$ cat src/rtl/tdm_pkg.sv
// Shared constants and frame-position helpers for the TDM serialiser.
package tdm_pkg;

  localparam int unsigned UNDERRUN_CNT_W = 8;

  function automatic int unsigned slot_of(input int unsigned frame_posn,
                                          input int unsigned slot_bits);
    return frame_posn / slot_bits;
  endfunction

  function automatic logic is_slot_start(input int unsigned frame_posn,
                                         input int unsigned slot_bits);
    return (frame_posn % slot_bits) == 0;
  endfunction

endpackage

$ cat src/rtl/tdm_frame_buf.sv
// One-frame input buffer with valid/ready handshake, atomic frame commit and underrun counting.
// TDM_TX_REPEAT_EN: on underrun keep and resend the previous active frame instead of zeros.
module tdm_frame_buf
  import tdm_pkg::*;
#(
  parameter int unsigned WIDTH    = 16,
  parameter int unsigned CHANNELS = 2
) (
  input  logic                        ck,
  input  logic                        rst,
  input  logic                        frame_start_i,
  input  logic [CHANNELS*WIDTH-1:0]   in_data_i,
  input  logic                        in_valid_i,
  output logic                        in_ready_o,
  output logic [CHANNELS*WIDTH-1:0]   commit_frame_o,
  output logic [CHANNELS*WIDTH-1:0]   active_o,
  output logic                        underrun_o,
  output logic [UNDERRUN_CNT_W-1:0]   underrun_count_o
);

  localparam int unsigned FrameW = CHANNELS * WIDTH;

  logic [FrameW-1:0]         pending_q, pending_d;
  logic [FrameW-1:0]         active_q, active_d;
  logic [FrameW-1:0]         underrun_frame;
  logic                      full_q, full_d;
  logic                      underrun_q, underrun_d;
  logic [UNDERRUN_CNT_W-1:0] count_q, count_d;
  logic                      xfer;
  logic                      starve;

  // A frame_start frees the buffer in the same cycle, so a new frame can land immediately.
  assign in_ready_o = !full_q || frame_start_i;
  assign xfer       = in_valid_i && in_ready_o;
  assign starve     = frame_start_i && !full_q;

`ifdef TDM_TX_REPEAT_EN
  assign underrun_frame = active_q;
`else
  assign underrun_frame = '0;
`endif

  // Bypass: the shifter loads channel 0 of this value in the commit cycle itself.
  assign commit_frame_o = full_q ? pending_q : underrun_frame;

  always_comb begin
    pending_d  = pending_q;
    active_d   = active_q;
    full_d     = full_q;
    count_d    = count_q;
    underrun_d = starve;

    if (frame_start_i) begin
      active_d = commit_frame_o;
      full_d   = 1'b0;
    end
    if (xfer) begin
      pending_d = in_data_i;
      full_d    = 1'b1;
    end
    if (starve && (count_q != '1)) begin
      count_d = count_q + 1'b1;
    end
  end

  always_ff @(posedge ck or posedge rst) begin
    if (rst) begin
      pending_q  <= '0;
      active_q   <= '0;
      full_q     <= 1'b0;
      underrun_q <= 1'b0;
      count_q    <= '0;
    end else begin
      pending_q  <= pending_d;
      active_q   <= active_d;
      full_q     <= full_d;
      underrun_q <= underrun_d;
      count_q    <= count_d;
    end
  end

  assign active_o         = active_q;
  assign underrun_o       = underrun_q;
  assign underrun_count_o = count_q;

endmodule

$ cat src/rtl/tdm_tx.sv
// TDM/I2S transmitter: serialises CHANNELS samples MSB first into SLOT_BITS-wide slots.
// TDM_TX_REPEAT_EN (see tdm_frame_buf) retransmits the previous frame on underrun.
module tdm_tx
  import tdm_pkg::*;
#(
  parameter int unsigned WIDTH      = 16,
  parameter int unsigned CHANNELS   = 2,
  parameter int unsigned SLOT_BITS  = 32,
  parameter int unsigned FRAME_BITS = $clog2(CHANNELS * SLOT_BITS)
) (
  input  logic                       ck,
  input  logic                       rst,
  input  logic                       en,
  input  logic [FRAME_BITS-1:0]      frame_posn,
  input  logic [CHANNELS*WIDTH-1:0]  in_data,
  input  logic                       in_valid,
  output logic                       in_ready,
  output logic                       sd,
  output logic                       underrun,
  output logic [UNDERRUN_CNT_W-1:0]  underrun_count
);

  localparam int unsigned ChanW = $clog2(CHANNELS);

  logic                      frame_start;
  logic                      slot_start;
  logic                      on_boundary;
  logic [ChanW-1:0]          slot_idx;
  logic [CHANNELS*WIDTH-1:0] commit_frame;
  logic [CHANNELS*WIDTH-1:0] active_frame;
  logic [WIDTH-1:0]          slot_word;
  logic [WIDTH-1:0]          shift_q, shift_d;
  logic                      sd_q;

  assign slot_idx    = ChanW'(slot_of(32'(frame_posn), SLOT_BITS));
  assign on_boundary = is_slot_start(32'(frame_posn), SLOT_BITS);
  assign frame_start = en && (frame_posn == '0);
  assign slot_start  = en && on_boundary && (frame_posn != '0);
  assign slot_word   = active_frame[slot_idx*WIDTH +: WIDTH];

  tdm_frame_buf #(
    .WIDTH    (WIDTH),
    .CHANNELS (CHANNELS)
  ) u_frame_buf (
    .ck               (ck),
    .rst              (rst),
    .frame_start_i    (frame_start),
    .in_data_i        (in_data),
    .in_valid_i       (in_valid),
    .in_ready_o       (in_ready),
    .commit_frame_o   (commit_frame),
    .active_o         (active_frame),
    .underrun_o       (underrun),
    .underrun_count_o (underrun_count)
  );

  // Zero fill pads each slot past WIDTH bits; loads happen only on exact boundaries.
  always_comb begin
    shift_d = shift_q;
    if (en) begin
      if (frame_start) begin
        shift_d = commit_frame[WIDTH-1:0];
      end else if (slot_start) begin
        shift_d = slot_word;
      end else begin
        shift_d = shift_q << 1;
      end
    end
  end

  // sd takes the MSB before this cycle's load, giving the one-bit I2S delay.
  always_ff @(posedge ck or posedge rst) begin
    if (rst) begin
      shift_q <= '0;
      sd_q    <= 1'b0;
    end else begin
      shift_q <= shift_d;
      if (en) begin
        sd_q <= shift_q[WIDTH-1];
      end
    end
  end

  assign sd = sd_q;

endmodule
$ cat config.mk
export PLATFORM = sky130hd
export DESIGN_NAME = tdm_tx
export DESIGN_NICKNAME = d
export VERILOG_FILES = /design/src/rtl/tdm_pkg.sv /design/src/rtl/tdm_frame_buf.sv /design/src/rtl/tdm_tx.sv
export SDC_FILE = /design/constraint.sdc
export NUM_CORES = 1
export LEC_CHECK = 0
export BUFFER_PORTS_ARGS = -buffer_cell sky130_fd_sc_hd__buf_2
export CAP_MARGIN = 20
export CORE_MARGIN = 5
export CORE_UTILIZATION = 52
export DETAILED_ROUTE_END_ITERATION = 8
export GPL_ROUTABILITY_DRIVEN = 0
export PLACE_DENSITY = 0.76
export SKIP_CTS_REPAIR_TIMING = 1
export SLEW_MARGIN = 20
export SYNTH_ARGS = -nofsm -noshare
export SYNTH_HDL_FRONTEND = slang
export SYNTH_HIERARCHICAL = 1
export SYNTH_SLANG_ARGS = --single-unit
$ cat constraint.sdc
create_clock -name ck -period 1.8 [get_ports ck]
set_input_delay 0 -clock ck [delete_from_list [all_inputs] [get_ports ck]]
set_output_delay 0 -clock ck [all_outputs]
set_load 0.03 [all_outputs]
==> flow_summary_export.csv <==
group,metric,value,unit
critical_path,cp_max_fo,14,
synth,syn_inst,288,
drt,vias,2389,
timing,rsz0062_at_grt,"false",
critical_path,worstReg2RegEnd,"shift_q[1]$_DFFE_PP0P_",
final_layout,fin_util,0.664,
final_layout,final_cells,476,
clock_tree,cts_htree_levels,3,
floorplanning,dieArea,0.00875,mm^2
final_layout,syn2layout_area_growth,24.2,%
global_routing,first_global_vias,2390,
drt,wl,6980,um
floorplanning,die_width,93.5,um
timing,fin_crit_sh,0.874,
place,io_buffers,52,
global_routing,grt_pass1_wl,11400,um
final_layout,diodes,0,
clock_tree,clock_path_buffers,2,
floorplanning,die_y,93.5,um
drt,drc,0,
power,combinationalPowerShare,0.172,
clock_tree,cts_root_buffer,"clkbuf_8",
global_routing,grt_max_degree,59,
drt,initialDrtViolationCount,130,
global_routing,gr-usage-met2,0.238,
global_routing,grt_util_met1,0.234,
critical_path,worst-path-buf-inv,1,
timing,fin_tns_setup,0,ps
critical_path,path_cells,"buf_4, and2_2, mux2i_1, nand3_1, a31o_1",
place,dp_hpwl,4510,um
critical_path,r2r_cells,5,
clock_tree,cts_inserted_buffers,9,
synth,yosys_warnings,6,
drt,final_antenna_net_count,0,
clock_tree,clock-sinks,75,
clock_tree,clkTransAtPathRegs,80,ps
power,p_seq_frac,0.515,
min_path,min_to,"u_frame_buf/underrun_o$_DFF_PP0_",
drt,via_per_inst,5.02,
min_path,hp-start,"frame_posn[5]",
critical_path,required,2040,ps
global_routing,top_usage_layer,"met2",
floorplanning,core_area,0.00679,mm^2
final_layout,final_cell_mix,"dfrtp_1, buf_2, mux2_2, dlygate4sd3_1, and2_1",
global_routing,grt_use_total,0.167,
floorplanning,initial_core_util,0.534,
floorplanning,rows,30,
critical_path,slowest_stage,"dfrtp_1",
power,p_int,3010,uW
synth,netlist_area,0.00363,mm^2
global_routing,grtUsageMet3,0.0619,
power,p_leak,0.00223,uW
timing,fin_ws,227,ps
flow_run,cap_violations,0,
timing,slew_headroom,0.559,
power,p_total,4020,uW
min_path,hold_depth,4,
timing,setup_viol,0,
power,powerDensity,891,mW/mm^2
critical_path,critPathLaunchType,"flop",
power,p_sw_frac,0.251,
outcome,status,"finished, final reports clean",
floorplanning,io-pin-count,53,
critical_path,endpoint_kind,"flop",
power,ir_drop,0.000669,V
power,switchingPower,1010,uW
timing,slew_violations,0,
timing,layout_min_cycle_time,1570,ps
critical_path,r2r_slack,230,ps
drt,wire_per_inst,14.7,um
timing,finalClockSkew,6.67,ps
critical_path,reg2reg_from,"u_frame_buf/full_q$_DFFE_PP0P_",
place,pre_cts_slack,15.8,ps
synth,synth_nets,331,
min_path,hold_class,"input port to flop",
final_layout,final_layout_size_suffix_gt1_frac,0.368,
timing,worst_slew_pin_slew,661,ps
critical_path,cp.depth,5,
final_layout,final_common_cell,"dfrtp_1",
critical_path,max_stage_delay,510,ps
clock_tree,clk_latency,350,ps
timing,hold_violations,0,
power,clockPowerShare,0.313,
clock_tree,cts_tree,"yes",
critical_path,crit_arrival,1810,ps
synth,syn_avg_cell_area,12.6,um^2
drt,first_pass_iters,5,
critical_path,crit_family,"flip-flops",
global_routing,grt_overflow_total,0,
final_layout,nets,418,
place,placed_cells,425,
global_routing,antenna_found_initial,0,
critical_path,crit_type,"flop to flop",
timing,fmax,0.636,GHz
[state kept, by name (all words and copies together), names as in the netlist]
register,count
u_frame_buf/pending_q,32
shift_q,16
u_frame_buf/active_o,16
u_frame_buf/underrun_count_o,8
sd,1
u_frame_buf/full_q,1
u_frame_buf/underrun_o,1
[power groups by stage]
stage | clock network [uW] | logic, uW | registers (uW)
floorplan | 0 | 494 | 2060
global placement | 0 | 614 | 2090
detailed placement | 0 | 636 | 2100
CTS | 1290 | 639 | 2070
global route | 1370 | 771 | 2100
finish | 1260 | 690 | 2070
[worst reg2reg max path: cells and delay by family (launching register included)]
family | cells | cell delay, ps
buf+inv | 1 | 240
mux | 1 | 200
simple gates | 2 | 300
compound gates | 1 | 220
flops | 1 | 510
[routing by layer]
layer,routed length (um),vias up,share of wire
met3,302,10,0.043
met2,3200,46,0.46
met1,3360,1158,0.48
met5,0,-,0
met4,114,0,0.016
li1,-,1175,-
[stage by stage]
stage / area (um^2) / hold slack (ps)
global route: 4510 / 133
global placement: 3970 / 87.3
finish: 4510 / 156
CTS: 4160 / -302
detailed placement: 3970 / 90.3
floorplan: 3630 / -73.9
[worst max path at each step]
stage / slack (ps) / to / startpoint
detailed placement: 20 / u_frame_buf/pending_q[26]$_DFFE_PP0P_ / frame_posn[1]
floorplan: 180 / u_frame_buf/pending_q[26]$_DFFE_PP0P_ / frame_posn[1]
global route: 110 / shift_q[1]$_DFFE_PP0P_ / u_frame_buf/full_q$_DFFE_PP0P_
finish: 230 / shift_q[1]$_DFFE_PP0P_ / u_frame_buf/full_q$_DFFE_PP0P_
CTS: 210 / shift_q[1]$_DFFE_PP0P_ / u_frame_buf/full_q$_DFFE_PP0P_
global placement: 90 / u_frame_buf/pending_q[26]$_DFFE_PP0P_ / frame_posn[1]
[final cells by class]
type / count / area [um^2]
Fill cell: 514 / 2290
Sequential cell: 75 / 1880
Multi-Input combinational cell: 189 / 1610
Timing Repair Buffer: 97 / 698
Clock buffer: 9 / 124
Tap cell: 96 / 120
Clock inverter: 7 / 68.8
Inverter: 3 / 11.3
Note: power is estimated with default switching activity, not from simulation.
